`config.mk`:
```
export PLATFORM = sky130hd
export DESIGN_NAME = alu_muldiv
export DESIGN_NICKNAME = d
export VERILOG_FILES = /design/src/rtl/alu_muldiv.sv
export SDC_FILE = /design/constraint.sdc
export NUM_CORES = 1
export LEC_CHECK = 0
export BUFFER_PORTS_ARGS = -buffer_cell sky130_fd_sc_hd__buf_4
export CAP_MARGIN = 25
export CORE_MARGIN = 1.5
export CORE_UTILIZATION = 35
export CTS_BUF_LIST = sky130_fd_sc_hd__clkbuf_16
export DETAILED_ROUTE_END_ITERATION = 10
export PLACE_DENSITY_LB_ADDON = 0.2
export SYNTH_ARGS = -nofsm -noshare
export SYNTH_HDL_FRONTEND = slang
export SYNTH_SLANG_ARGS = --single-unit
export TNS_END_PERCENT = 50
```
`constraint.sdc`:
```
create_clock -name clk -period 9.7 [get_ports clk]
set_input_delay 0.485 -clock clk [delete_from_list [all_inputs] [get_ports clk]]
set_output_delay 0.485 -clock clk [all_outputs]
set_load 0.005 [all_outputs]
```
`src/rtl/alu_muldiv.sv`:
```
// Iterative radix-2 multiply/divide unit owning HI/LO; also executes MTHI/MTLO.
// Latency: MTHI/MTLO write at the accept edge; mult/div done pulses DATA_WIDTH+1 cycles after accept.
// Backpressure: in_ready low from accept until the cycle after done; flush aborts and frees the unit.
module alu_muldiv #(
    parameter int DATA_WIDTH = 32,
    parameter int CNT_WIDTH  = $clog2(DATA_WIDTH) + 1
) (
    input  logic                  clk,
    input  logic                  rst_n,
    input  logic                  in_valid,
    output logic                  in_ready,
    input  logic [2:0]            op,
    input  logic [DATA_WIDTH-1:0] op1,
    input  logic [DATA_WIDTH-1:0] op2,
    input  logic                  flush,
    output logic                  busy,
    output logic                  done,
    output logic [DATA_WIDTH-1:0] hi,
    output logic [DATA_WIDTH-1:0] lo
);
    localparam int W = DATA_WIDTH;

    typedef enum logic [1:0] {
        IDLE = 2'd0,
        CALC = 2'd1,
        DONE = 2'd2
    } state_t;

    state_t               state, state_nx;
    logic [CNT_WIDTH-1:0] cnt;
    logic [W-1:0]         p_hi;      // partial product high half / division remainder
    logic [W-1:0]         p_lo;      // multiplier being shifted out / dividend-quotient shift reg
    logic [W-1:0]         mcand;     // multiplicand / divisor magnitude
    logic                 is_div;
    logic                 neg_q;     // product or quotient must be negated
    logic                 neg_r;     // remainder must be negated (follows dividend)
    logic                 div_zero;

    logic                 accept;
    logic                 s1, s2;
    logic [W-1:0]         mag1, mag2;
    logic [W:0]           add_sum;
    logic [W:0]           shl;
    logic [W-1:0]         diff;
    logic                 ge;
    logic [2*W-1:0]       prod_mag, prod_fix;
    logic [W-1:0]         q_fix, r_fix;

    assign in_ready = (state == IDLE);
    assign busy     = ~in_ready;
    assign accept   = in_valid & in_ready & ~flush;
    // The result is already in hi/lo when DONE is entered; flush still masks the pulse.
    assign done     = (state == DONE) & ~flush;

    // Operand magnitudes and one radix-2 step for both multiply and divide.
    always_comb begin
        s1       = ~op[0] & op1[W-1];
        s2       = ~op[0] & op2[W-1];
        mag1     = s1 ? -op1 : op1;
        mag2     = s2 ? -op2 : op2;
        add_sum  = {1'b0, p_hi} + (p_lo[0] ? {1'b0, mcand} : '0);
        shl      = {p_hi, p_lo[W-1]};
        ge       = (shl >= {1'b0, mcand});
        // Only the low W bits survive, and a true remainder always fits in W bits.
        diff     = shl[W-1:0] - mcand;
        prod_mag = {p_hi, p_lo};
        prod_fix = neg_q ? -prod_mag : prod_mag;
        q_fix    = div_zero ? '1 : (neg_q ? -p_lo : p_lo);
        r_fix    = neg_r ? -p_hi : p_hi;
    end

    // State register.
    always_ff @(posedge clk or negedge rst_n) begin
        if (!rst_n) state <= IDLE;
        else        state <= state_nx;
    end

    // Next state: flush wins over everything; the counter-exhausted CALC cycle commits.
    always_comb begin
        state_nx = state;
        case (state)
            IDLE: if (accept && !op[2]) state_nx = CALC;
            CALC: begin
                if (flush)           state_nx = IDLE;
                else if (cnt == '0)  state_nx = DONE;
            end
            DONE:    state_nx = IDLE;
            default: state_nx = IDLE;
        endcase
    end

    // Operand latch, iteration datapath, counter and HI/LO commit.
    always_ff @(posedge clk or negedge rst_n) begin
        if (!rst_n) begin
            cnt      <= '0;
            p_hi     <= '0;
            p_lo     <= '0;
            mcand    <= '0;
            is_div   <= 1'b0;
            neg_q    <= 1'b0;
            neg_r    <= 1'b0;
            div_zero <= 1'b0;
            hi       <= '0;
            lo       <= '0;
        end else if (accept) begin
            case (op)
                3'b100: hi <= op1;
                3'b101: lo <= op1;
                3'b000, 3'b001, 3'b010, 3'b011: begin
                    cnt      <= CNT_WIDTH'(DATA_WIDTH);
                    is_div   <= op[1];
                    p_hi     <= '0;
                    p_lo     <= op[1] ? mag1 : mag2;
                    mcand    <= op[1] ? mag2 : mag1;
                    neg_q    <= s1 ^ s2;
                    neg_r    <= s1;
                    div_zero <= (op2 == '0);
                end
                default: ;
            endcase
        end else if (state == CALC && !flush) begin
            if (cnt != '0) begin
                cnt <= cnt - CNT_WIDTH'(1);
                if (is_div) begin
                    p_hi <= ge ? diff : shl[W-1:0];
                    p_lo <= {p_lo[W-2:0], ge};
                end else begin
                    p_hi <= add_sum[W:1];
                    p_lo <= {add_sum[0], p_lo[W-1:1]};
                end
            end else if (is_div) begin
                hi <= r_fix;
                lo <= q_fix;
            end else begin
                hi <= prod_fix[2*W-1:W];
                lo <= prod_fix[W-1:0];
            end
        end
    end

`ifndef SYNTHESIS
    // Report unknown or reserved op codes presented with a request.
    always @(posedge clk) begin
        if (in_valid && $isunknown(op))
            $display("alu_muldiv: unknown op code while in_valid at %0t", $time);
        else if (accept && op[2:1] == 2'b11)
            $display("alu_muldiv: reserved op %b accepted at %0t", op, $time);
    end
`endif

endmodule
```
======== After elaboration in Yosys (flattened, before gate mapping) ========
Cells that the tools add are included.
cells by class
  bitwise logic cells ..................... 9
  eq/ne operators ......................... 13
  magnitude comparators ................... 1
  add/subtract/negate cells ............... 8
  multiplexer cells ....................... 38
  reduce and logical (&&, ||, !) cells .... 17
operators by type and width
  kind                                                                   number
  32-bit two-way mux                                                     29
  32-bit negation                                                        4
  64-bit two-way mux                                                     1
  64-bit negation                                                        1
  32-bit by 32-bit adder with 33-bit output                              1
  33-bit by 32-bit >= comparator with 1-bit output                       1
  32-bit logical NOT                                                     1
  32-bit subtractor                                                      1
  6-bit two-way mux                                                      4
  3-bit AND reduction                                                    3
  2-bit by 1-bit != test with 1-bit output, second input constant        4
  3-bit by 2-bit equality test with 1-bit output, second input constant  2
  3-bit equality test, second input constant                             2
  6-bit logical NOT                                                      1
  2-bit two-way mux                                                      3
  6-bit nonzero test                                                     1
  6-bit by 1-bit subtractor with 6-bit output, second input constant     1
  1-bit AND                                                              5
  2-bit case mux with 2 select lines                                     1
  2-bit AND reduction                                                    2
  2-bit nonzero test                                                     2
  4-bit OR reduction                                                     1
  3-bit by 1-bit equality test with 1-bit output, second input constant  1
  3-bit logical NOT                                                      1
  9 further kinds                                                        13
storage, ports and cells
  logic and storage cells ................. 97
  register bits after elaboration ......... 172
  input bits .............................. 71

======== Longest topological paths before layout ========
Gate-level depths: netlist of the first run.
  depth in word-level cells ............... 7
  mapped depth ............................ 15
  gate-level depth less buffers ........... 13

======== Least setup slack after synthesis of the first run ========
Ideal clock, no wire load.
  path type ............................... reg2reg
  start ................................... register p_lo[0]
  end ..................................... register p_hi[30]
  buffers on the path ..................... 2
  cell stages (with the launch flop) ...... 15
  library setup time ...................... 0.122 ns
  arrival time ............................ 3.224 ns
  data required time ...................... 9.578 ns
  setup slack ............................. 6.354 ns
  period minus slack after synthesis ...... 3.346 ns
  cells stage by stage .................... dfrtp_1 clkbuf_1 inv_1 clkbuf_1 nor2_1 ha_1 a21o_1 a21oi_1 nor2b_1 a2111o_1 o31ai_1 o21ai_0 xnor2_1 a22oi_1 a32o_1
on the way
  longest elaborated chain between the ends .. 6
ends and longest elaborated chain
  what                                       line  text
  start, declared                            32    logic [W-1:0] p_lo;
  start signal, assigned                     113   p_lo <= op[1] ? mag1 : mag2;
  start signal, assigned                     126   p_lo <= {p_lo[W-2:0], ge};
  start signal, assigned                     129   p_lo <= {add_sum[0], p_lo[W-1:1]};
  32-bit two-way mux                         61    add_sum = {1'b0, p_hi} + (p_lo[0] ? {1'b0, mcand} : '0);
  32-bit by 32-bit adder with 33-bit output  61
  32-bit two-way mux                         124   if (is_div) begin
  32-bit two-way mux                         122   if (cnt != '0) begin
  32-bit two-way mux                         121   end else if (state == CALC && !flush) begin
  32-bit two-way mux                         105   end else if (accept) begin
  end signal, assigned                       125   p_hi <= ge ? diff : shl[W-1:0];
  end signal, assigned                       128   p_hi <= add_sum[W:1];
  end, declared                              31    logic [W-1:0] p_hi;
No other way between the ends. The select of a mux whose other input is x is not followed.
A chain may end at the register's enable or synchronous reset.

======== Worst setup path in the final report of the first run ========
Ends and elaborated chain as after synthesis.

==> results.json, run 1 <==
{
  "r2r_end": "p_hi[30]",
  "async_flop_share": 1.000,
  "tns_ns": 0,
  "core.rowCount": 75,
  "die_x_um": 210.2,
  "seq_area_um2": 4305,
  "tightest_slew_ns": 1.077,
  "num-nets-final": 2167,
  "synth_edf_count": 0,
  "wl_per_cell_um": 23.35,
  "ys_ff_latch": 172,
  "slew_headroom": 0.2808,
  "cts.clk_slew.worst_paths_ns": 0.08,
  "critPathCaptureType": "flop",
  "coreArea_um2": 42130,
  "grt_pass1_wl_mm": 91.27,
  "whs_ns": 0.002149,
  "rsz0062_at_grt": "no",
  "die_h_um": 210.2,
  "ff2ff_setup_slack_ns": 5.53,
  "post_cts_resized": 0,
  "via_count": 15540,
  "cts_tree": "yes",
  "route.detailed.drc": 0,
  "cts-buffers-inserted": 17,
  "wl_mm": 60.17,
  "clock_sink_count": 172,
  "cp_slowest_stage_delay_ns": 0.85,
  "start_util": 0.3567,
  "drv_slew": 0,
  "yosys_warnings": 0,
  "crit_arrival_ns": 4.51,
  "cts-root-buf": "clkbuf_16",
  "cp.depth": 13,
  "drt_iter0_drc": 1649,
  "cp_max_fo": 31,
  "critical_path_class": "flop to flop",
  "drive_above_1_share": 0.1144,
  "hold_viol_final": 0,
  "area_growth_pct": 13.64,
  "via_per_inst": 6.029,
  "grt_pass1_vias": 14680,
  "io_pins": 138,
  "postSynthAreaPerCell_um2": 7.653,
  "instances_no_fill": 2577,
  "status": "finished clean",
  "netlist_area_um2": 15030,
  "grt.total_usage": 0.2706,
  "crit_family": "compound AO/OA/AOI/OAI gates",
  "worst_clock_skew_ns": 0.01127,
  "critPathSlowestCell": "o31ai_1",
  "synth_nets": 2107,
  "nFillCells": 4351,
  "cap_viol_max_count": 0,
  "multi_input_area_um2": 10050,
  "required_ns": 10.04,
  "grt_antenna_before_repair": 0,
  "hold_path.class": "primary input to asynchronous set/reset pin",
  "min_period_over_period": 0.4297,
  "dp_cells": 2542,
  "ys.flop_type": "dfrtp_1",
  "max_freq_mhz": 239.9,
  "ff2ff_path_depth": 13,
  "worstSetupStartpointType": "flop",
  "period_needed_ns": 4.168,
  "cts_max_path_buffers": 2,
  "synth_seq_area_share": 0.2864,
  "place_congestion": 0.9391,
  "final_cell_mix": "nor2_1 (239), a21oi_1 (204), nand2_1 (190)",
  "ys_types": 87,
  "irDropWorstVdd_v": 0.0001316,
  "place_hpwl_mm": 45.73,
  "powerDensity_nw_per_um2": 317.4,
  "postRouteAntennaNets": 0,
  "grt_max_degree": 100,
  "cp_cell_sequence": "inv_1 -> buf_4 -> nor2_1 -> ha_1 -> a21o_1 -> a21oi_1 -> nor2b_1 -> a2111o_1 -> o31ai_1 -> o21ai_0 -> xnor2_1 -> a22oi_1 -> a32o_1",
  "die_area_um2": 44200,
  "first_pass_iters": 5,
  "htree_levels": 4,
  "power.leakage_nw": 7.345,
  "post-cts-setup-buffers": 0,
  "postCtsHoldBufs": 0,
  "setup_viol": 0,
  "syn_inst": 1964,
  "cp.buffers_inverters": 2,
  "layout_commonest_cell": "nor2_1",
  "insertion_delay_ns": 0.46,
  "grt-ovfl-total": 0,
  "r2r-start": "p_lo[0]",
  "io_buffers": 137
}
==> cell families after synthesis <==
kind of cell | Yosys count | share of synthesized area
flops | 172 | 0.2864
buf+inv | 186 | 0.04795
mux | 50 | 0.03346
compound gates | 675 | 0.2760
xor+xnor | 160 | 0.09323
simple gates | 649 | 0.2021
fa+ha+maj | 72 | 0.06093
==> through the flow <==
| step | power, mW | instance area [um2] | utilization | setup WS [ns] |
|---|---|---|---|---|
| finish | 5.421 | 17080 | 0.4054 | 5.532 |
| global route | 5.805 | 17080 | 0.4053 | 5.323 |
| CTS | 5.384 | 17060 | 0.4050 | 5.624 |
| detailed placement | 4.640 | 16480 | 0.3911 | 5.670 |
| global placement | 4.628 | 16460 | 0.3907 | 5.743 |
| floorplan | 3.490 | 15030 | - | 6.354 |
==> cell type report <==
class	instances	area share
diodes	1	0.0001465
clock inverters	15	0.009303
clock buffers	17	0.02491
well taps	539	0.03948
multi-input cells	1606	0.5886
flip-flops and latches	172	0.2521
inverters	68	0.01494
repair buffers	159	0.07054
==> worst max-delay path by stage <==
stage | startpoint | end
finish | p_lo[0] | p_hi[30]
global placement | p_lo[0] | p_hi[30]
floorplan | p_lo[0] | p_hi[30]
CTS | p_lo[0] | p_hi[30]
detailed placement | p_lo[0] | p_hi[30]
global route | p_lo[0] | p_hi[30]
==> worst reg2reg max path, stage by stage, from the launching register on <==
cell and delay [ns]:
dfrtp_1 0.49, inv_1 0.12, buf_4 0.37, nor2_1 0.12
ha_1 0.37, a21o_1 0.20, a21oi_1 0.16, nor2b_1 0.07
a2111o_1 0.39, o31ai_1 0.85, o21ai_0 0.26, xnor2_1 0.23
a22oi_1 0.12, a32o_1 0.30
==> state kept, by name, indices dropped and copies added, names as in the netlist <==
name,count
neg_r,1
p_hi,32
neg_q,1
mcand,32
state,2
is_div,1
hi,32
cnt,6
p_lo,32
lo,32
div_zero,1
==> report_power, final <==
group	internal, mW	switching (mW)	total [mW]
sequential	1.02	0.440	1.46
clock	0.385	0.344	0.729
combinational	1.34	1.90	3.24
==> cells in the mapped netlist, types with 20 or more instances <==
cell	instances	area share
xor2_1	48	0.028
a31oi_1	28	0.012
dfrtp_1	172	0.29
o21ai_0	186	0.062
or3_1	20	0.0083
a211oi_1	26	0.013
a21oi_1	204	0.068
mux2i_1	48	0.032
xnor2_1	112	0.065
ha_1	70	0.058
nand2_1	190	0.047
clkbuf_1	100	0.025
nor2_1	241	0.060
nor3_1	45	0.015
nand3_1	34	0.011
o22ai_1	38	0.016
o31ai_1	33	0.016
a21o_1	34	0.017
inv_1	65	0.016
==> routing by layer <==
layer  wire (um)  share of wire  global-route usage  vias up
met4        1344          0.022             0.07889        0
met2       26970           0.45              0.4228      665
met1       27700           0.46              0.3853     7569
met5           0              0                   0        -
li1            -              -                   -     7223
met3        4155          0.069             0.04067       80
No activity file was read; power rests on OpenSTA's default activity.
==> inputs of run 2 (changes only) <==
Clock period 9.7 ns to 4.13 ns, I/O delays scaled along.
==> run 2 against run 1 <==
  * Sequential power increased by 110%
  * Hold slack gained 0.019 ns
  * Clock power is 130% higher
  * Power grew 140%
  * Cell count is 1.5% higher
  * Wire length fell by 0.55%
  * Combinational power increased by 150%
  * Critical path type unchanged
  * Largest cell class unchanged
  * Largest power group unchanged
  * Highest routed layer unchanged
==> results.json, run 2 (synthesis gave the netlist of run 1 again) <==
{
  "ff2ff_setup_slack_ns": 0.33,
  "cts-root-buf": "clkbuf_16",
  "crit_family": "compound AO/OA/AOI/OAI gates",
  "io_buffers": 137,
  "cts-buffers-inserted": 17,
  "cp_max_fo": 17,
  "hold_path.class": "primary input to flop",
  "drv_slew": 0,
  "powerDensity_nw_per_um2": 735.6,
  "drt_iter0_drc": 1662,
  "die_x_um": 210.2,
  "critical_path_class": "flop to flop",
  "start_util": 0.3567,
  "use_met3": 0.04038,
  "instances_no_fill": 2615,
  "layout_commonest_cell": "nor2_1",
  "grt_antenna_before_repair": 0,
  "ff2ff_path_depth": 12,
  "crit_arrival_ns": 4.15,
  "io_pins": 138,
  "status": "finished clean",
  "period_needed_ns": 3.802,
  "postRouteAntennaNets": 0,
  "hold_depth": 2,
  "via_count": 15660,
  "required_ns": 4.48,
  "r2r_end": "p_hi[29]",
  "place_area_um2": 16770,
  "wl_per_cell_um": 22.88,
  "cts_tree": "yes",
  "drive_above_1_share": 0.1315,
  "first_pass_iters": 8,
  "grt-ovfl-total": 0,
  "tns_ns": 0,
  "hold_viol_final": 0,
  "post-cts-setup-buffers": 0,
  "cts_max_path_buffers": 2,
  "tightest_slew_ns": 1.066,
  "place_congestion": 0.9672,
  "rsz0062_at_grt": "no",
  "cp.buffers_inverters": 1,
  "r2r-start": "p_lo[0]",
  "cp_common_cell": "o31ai_1",
  "met1_usage": 0.3966,
  "grt.total_usage": 0.2702,
  "grt_pass1_vias": 14560,
  "antenna_cells": 0,
  "gr-usage-met2": 0.4048,
  "via_per_inst": 5.990,
  "cp_cell_sequence": "clkinvlp_4 -> nor2_1 -> ha_1 -> o21ai_0 -> a21oi_1 -> o31ai_1 -> a31oi_1 -> a21boi_0 -> o22ai_1 -> o31ai_1 -> xnor2_1 -> a221o_1",
  "irDropWorstVdd_v": 0.0002463,
  "critPathCaptureType": "flop",
  "hold_path.startpoint": "op2[31]",
  "critPathSlowestCell": "a21boi_0",
  "insertion_delay_ns": 0.47,
  "core.rowCount": 75,
  "power.leakage_nw": 7.518,
  "cp_slowest_stage_delay_ns": 0.46,
  "hold_end": "div_zero",
  "post-place-ws_ns": 0.3014,
  "dp_cells": 2582,
  "grt_max_degree": 99,
  "busiest_layer": "met2",
  "final_cell_mix": "nor2_1 (239), a21oi_1 (204), buf_4 (196)",
  "cap_viol_max_count": 0,
  "num-nets-final": 2206,
  "die_h_um": 210.2,
  "setup_ws_ns": 0.3282,
  "nFillCells": 4350,
  "cts.clk_slew.worst_paths_ns": 0.07,
  "clock_sink_count": 172,
  "finalInstanceArea_um2": 17360,
  "coreArea_um2": 42130,
  "worstSetupStartpointType": "flop",
  "wl_mm": 59.84,
  "max_freq_mhz": 263.0,
  "worst_clock_skew_ns": 0.01315,
  "area_growth_pct": 15.49,
  "place_hpwl_mm": 46.29,
  "min_period_over_period": 0.9205,
  "htree_levels": 4,
  "final_util": 0.4120,
  "setup_viol": 0,
  "route.detailed.drc": 0,
  "grt_pass1_wl_mm": 90.60,
  "die_area_um2": 44200,
  "slew_headroom": 0.2892
}
[run 2: cell count changes in the layout (fill, tap and decap cells not counted), sizes merged]
cell,delta
bufinv,-1
clkinv,+1
dlygate4sd3,+1
buf,+38
inv,-2
diode,-1
clkinvlp,+2
[run 2: worst max-delay path by stage]
stage / startpoint / to / slack [ns] / depth (start not counted)
3_3_place_gp: p_lo[0] / p_hi[29] / 0.44 / 13
3_5_place_dp: p_lo[0] / p_hi[29] / 0.30 / 12
4_1_cts: p_lo[0] / p_hi[29] / 0.27 / 12
6_report: p_lo[0] / p_hi[29] / 0.33 / 12
5_1_grt: p_lo[0] / p_hi[29] / 0.06 / 12
2_1_floorplan: p_lo[0] / p_hi[30] / 0.78 / 14
[run 2: final cells by class]
type | count | area, um2 | area share
Multi-Input combinational cell | 1606 | 10050 | 0.5791
Sequential cell | 172 | 4305 | 0.2480
Timing Repair Buffer | 198 | 1493 | 0.08599
Tap cell | 539 | 674.4 | 0.03885
Clock buffer | 17 | 425.4 | 0.02451
Inverter | 68 | 259.0 | 0.01492
Clock inverter | 15 | 148.9 | 0.008577
[run 2: report_power, final]
part | switching, mW | internal [mW] | leakage (nW)
clock | 0.818 | 0.851 | 0.278
combinational | 4.66 | 3.30 | 5.14
sequential | 0.755 | 2.38 | 2.10
[run 2: worst reg2reg max path: cells and delay by family (launching register included)]
family                     cells  cell delay [ns]
AOI/OAI and AO/OA              8             2.34
xor gates and xnor gates       1             0.11
adders and majority gates      1             0.30
buffers and inverters          1             0.34
DFF                            1             0.39
and+or+nand+nor                1             0.22
[run 2: timing repair]
| item | 4_1_cts | 5_1_grt |
|---|---|---|
| hold endpoints to repair | 79 | 0 |
| resized for setup | 0 | 1 |
| setup endpoints to repair | 0 | 1 |
| hold buffers | 1 | 0 |
[run 2: through the flow]
stage	power (mW)	hold slack [ns]
final	12.77	0.02129
after global routing	13.72	0.01750
after CTS	12.67	0.006062
after global placement	10.92	0.3176
after detailed placement	10.97	0.3279
after floorplan	8.196	-0.08909
[run 2: routing by layer]
layer  wire length, um  up-vias
met5                 0        -
met2             25950      622
li1                  -     7303
met4              1831        0
met1             28000     7647
met3              4057       92
==> inputs of run 3 (changes only) <==
Settings changed: CELL_PAD_IN_SITES_DETAIL_PLACEMENT from default to 0, CELL_PAD_IN_SITES_GLOBAL_PLACEMENT from default to 2.
==> run 3 against run 2 <==
  * Cell area up 0.17%
  * Sequential power about the same
  * Hold slack better by 0.036 ns
  * Wire length up 6.5%
  * Critical path type unchanged
  * Highest routed layer unchanged
==> results.json, run 3 (synthesis gave the netlist of run 1 again) <==
{
  "drive_above_1_share": 0.1330,
  "seq_area_um2": 4305,
  "clkPwrFrac": 0.123,
  "cts-buffers-inserted": 17,
  "wl_mm": 63.71,
  "critical_path_class": "flop to flop",
  "tightest_slew_ns": 0.9664,
  "grt-ovfl-total": 0,
  "critPathCaptureType": "flop",
  "setup_viol": 0,
  "clock_sink_count": 172,
  "power.leakage_nw": 7.552,
  "cp.buffers_inverters": 1,
  "powerDensity_nw_per_um2": 742.8,
  "place_hpwl_mm": 48.64,
  "cts-root-buf": "clkbuf_16",
  "highest_layer": "met4",
  "min_period_over_period": 0.9214,
  "hold_path.class": "primary input to flop",
  "area_growth_pct": 15.69,
  "route.detailed.drc": 0,
  "die_x_um": 210.2,
  "insertion_delay_ns": 0.47,
  "first_pass_iters": 6,
  "grt_pass1_wl_mm": 95.16,
  "hold_depth": 2,
  "ff2ff_path_depth": 12,
  "rsz0062_at_grt": "no",
  "r2r-start": "p_hi[0]",
  "start_util": 0.3567,
  "crit_start": "p_hi[0]",
  "die_area_um2": 44200,
  "core.rowCount": 75,
  "critPathSlowestCell": "a2111oi_0",
  "num-nets-final": 2213,
  "max_freq_mhz": 262.8,
  "io_pins": 138,
  "period_needed_ns": 3.805,
  "layout_commonest_cell": "nor2_1",
  "final_cell_mix": "nor2_1 (239), a21oi_1 (204), buf_4 (201)",
  "tns_ns": 0,
  "wl_met1_mm": 30.09,
  "crit_family": "compound AO/OA/AOI/OAI gates",
  "antenna_cells": 0,
  "grt_antenna_before_repair": 0,
  "worstSetupStartpointType": "flop",
  "coreArea_um2": 42130,
  "drv_slew": 0,
  "sw_frac_of_total": 0.4980,
  "met3_length_mm": 3.574,
  "grt_max_degree": 99,
  "ff2ff_setup_slack_ns": 0.32,
  "switchingPower_mw": 6.432,
  "cp_common_cell": "nand2b_1",
  "cap_viol_max_count": 0,
  "crit_arrival_ns": 4.19,
  "intPower_mw": 6.484,
  "drt_iter0_drc": 1372,
  "cp.depth": 12,
  "status": "finished clean",
  "wl_per_cell_um": 24.30,
  "post_cts_resized": 0,
  "hold_viol_final": 0,
  "place_congestion": 0.9063,
  "r2r_end": "p_hi[31]",
  "htree_levels": 4,
  "io_buffers": 137,
  "p_comb_frac": 0.632,
  "cp_cell_sequence": "ha_1 -> inv_1 -> fa_1 -> nand2b_1 -> a21oi_1 -> o31ai_1 -> a31oi_1 -> a21boi_0 -> nand2b_1 -> a2111oi_0 -> o221ai_1 -> o21ai_0",
  "required_ns": 4.52,
  "cts_max_path_buffers": 2,
  "place_area_um2": 16830,
  "cp_max_fo": 7,
  "finalInstanceArea_um2": 17390,
  "cp_slowest_stage_delay_ns": 0.51,
  "via_count": 15490,
  "wl_met2_mm": 28.58,
  "die_h_um": 210.2,
  "via_per_inst": 5.907,
  "slew_headroom": 0.3542,
  "nFillCells": 4404,
  "irDropWorstVdd_v": 0.0002666,
  "p_seq_frac": 0.244,
  "multi_input_area_um2": 10050,
  "cts_tree": "yes",
  "worst_clock_skew_ns": 0.01281,
  "totalPowerFinal_mw": 12.92,
  "grt.total_usage": 0.2879,
  "grt_pass1_vias": 14830,
  "cp-endpoint": "p_hi[31]",
  "postRouteAntennaNets": 0,
  "cts.clk_slew.worst_paths_ns": 0.08
}
## run 3: worst min-delay path by stage
stage,startpoint,endpoint
floorplan,rst_n,cnt[0]
global route,op1[19],hi[19]
finish,op[0],neg_q
CTS,op1[19],hi[19]
detailed placement,rst_n,p_hi[27]
global placement,rst_n,p_hi[27]
## run 3: repair_timing
item,in CTS,in global routing
hold endpoints to repair,81,0
setup buffers,0,0
hold buffers,2,0
## run 3: cell type report
type,instances,share of cell area
clock buffer,17,0.02446
clock inverter,15,0.006476
inverter,68,0.01468
multi-input combinational,1606,0.5781
sequential,172,0.2476
tap,539,0.03878
timing repair buffer,205,0.08987
## run 3: stage by stage
step / worst slack, ns / std cells / utilization / hold slack [ns]
6_report: 0.3246 / 2622 / 0.4127 / 0.05681
4_1_cts: 0.4098 / 2622 / 0.4127 / 0.03415
5_1_grt: 0.06668 / 2622 / 0.4127 / 0.04377
2_1_floorplan: 0.7841 / 1964 / - / -0.08909
3_5_place_dp: 0.4371 / 2588 / 0.3995 / 0.3356
3_3_place_gp: 0.4657 / 2588 / 0.3995 / 0.3270
## run 3: worst reg2reg max path: stages, from the launching register on
cell	delay (ns)
dfrtp_1	0.48
ha_1	0.25
inv_1	0.07
fa_1	0.38
nand2b_1	0.20
a21oi_1	0.31
o31ai_1	0.14
a31oi_1	0.41
a21boi_0	0.34
nand2b_1	0.26
a2111oi_0	0.51
o221ai_1	0.16
o21ai_0	0.20
## run 3: per-layer routing
metal,track usage,up-vias
met3,0.04708,76
met5,0,-
met1,0.4085,7625
met2,0.4515,490
li1,-,7298
met4,0.07740,0
## run 3: power groups by stage
stage / Clock [mW] / Combinational (mW) / Sequential, mW
3_3_place_gp: 0 / 8.07 / 3.15
6_report: 1.59 / 8.17 / 3.16
2_1_floorplan: 0 / 5.20 / 3.00
3_5_place_dp: 0 / 8.07 / 3.17
5_1_grt: 1.68 / 8.94 / 3.25
4_1_cts: 1.61 / 8.11 / 3.14
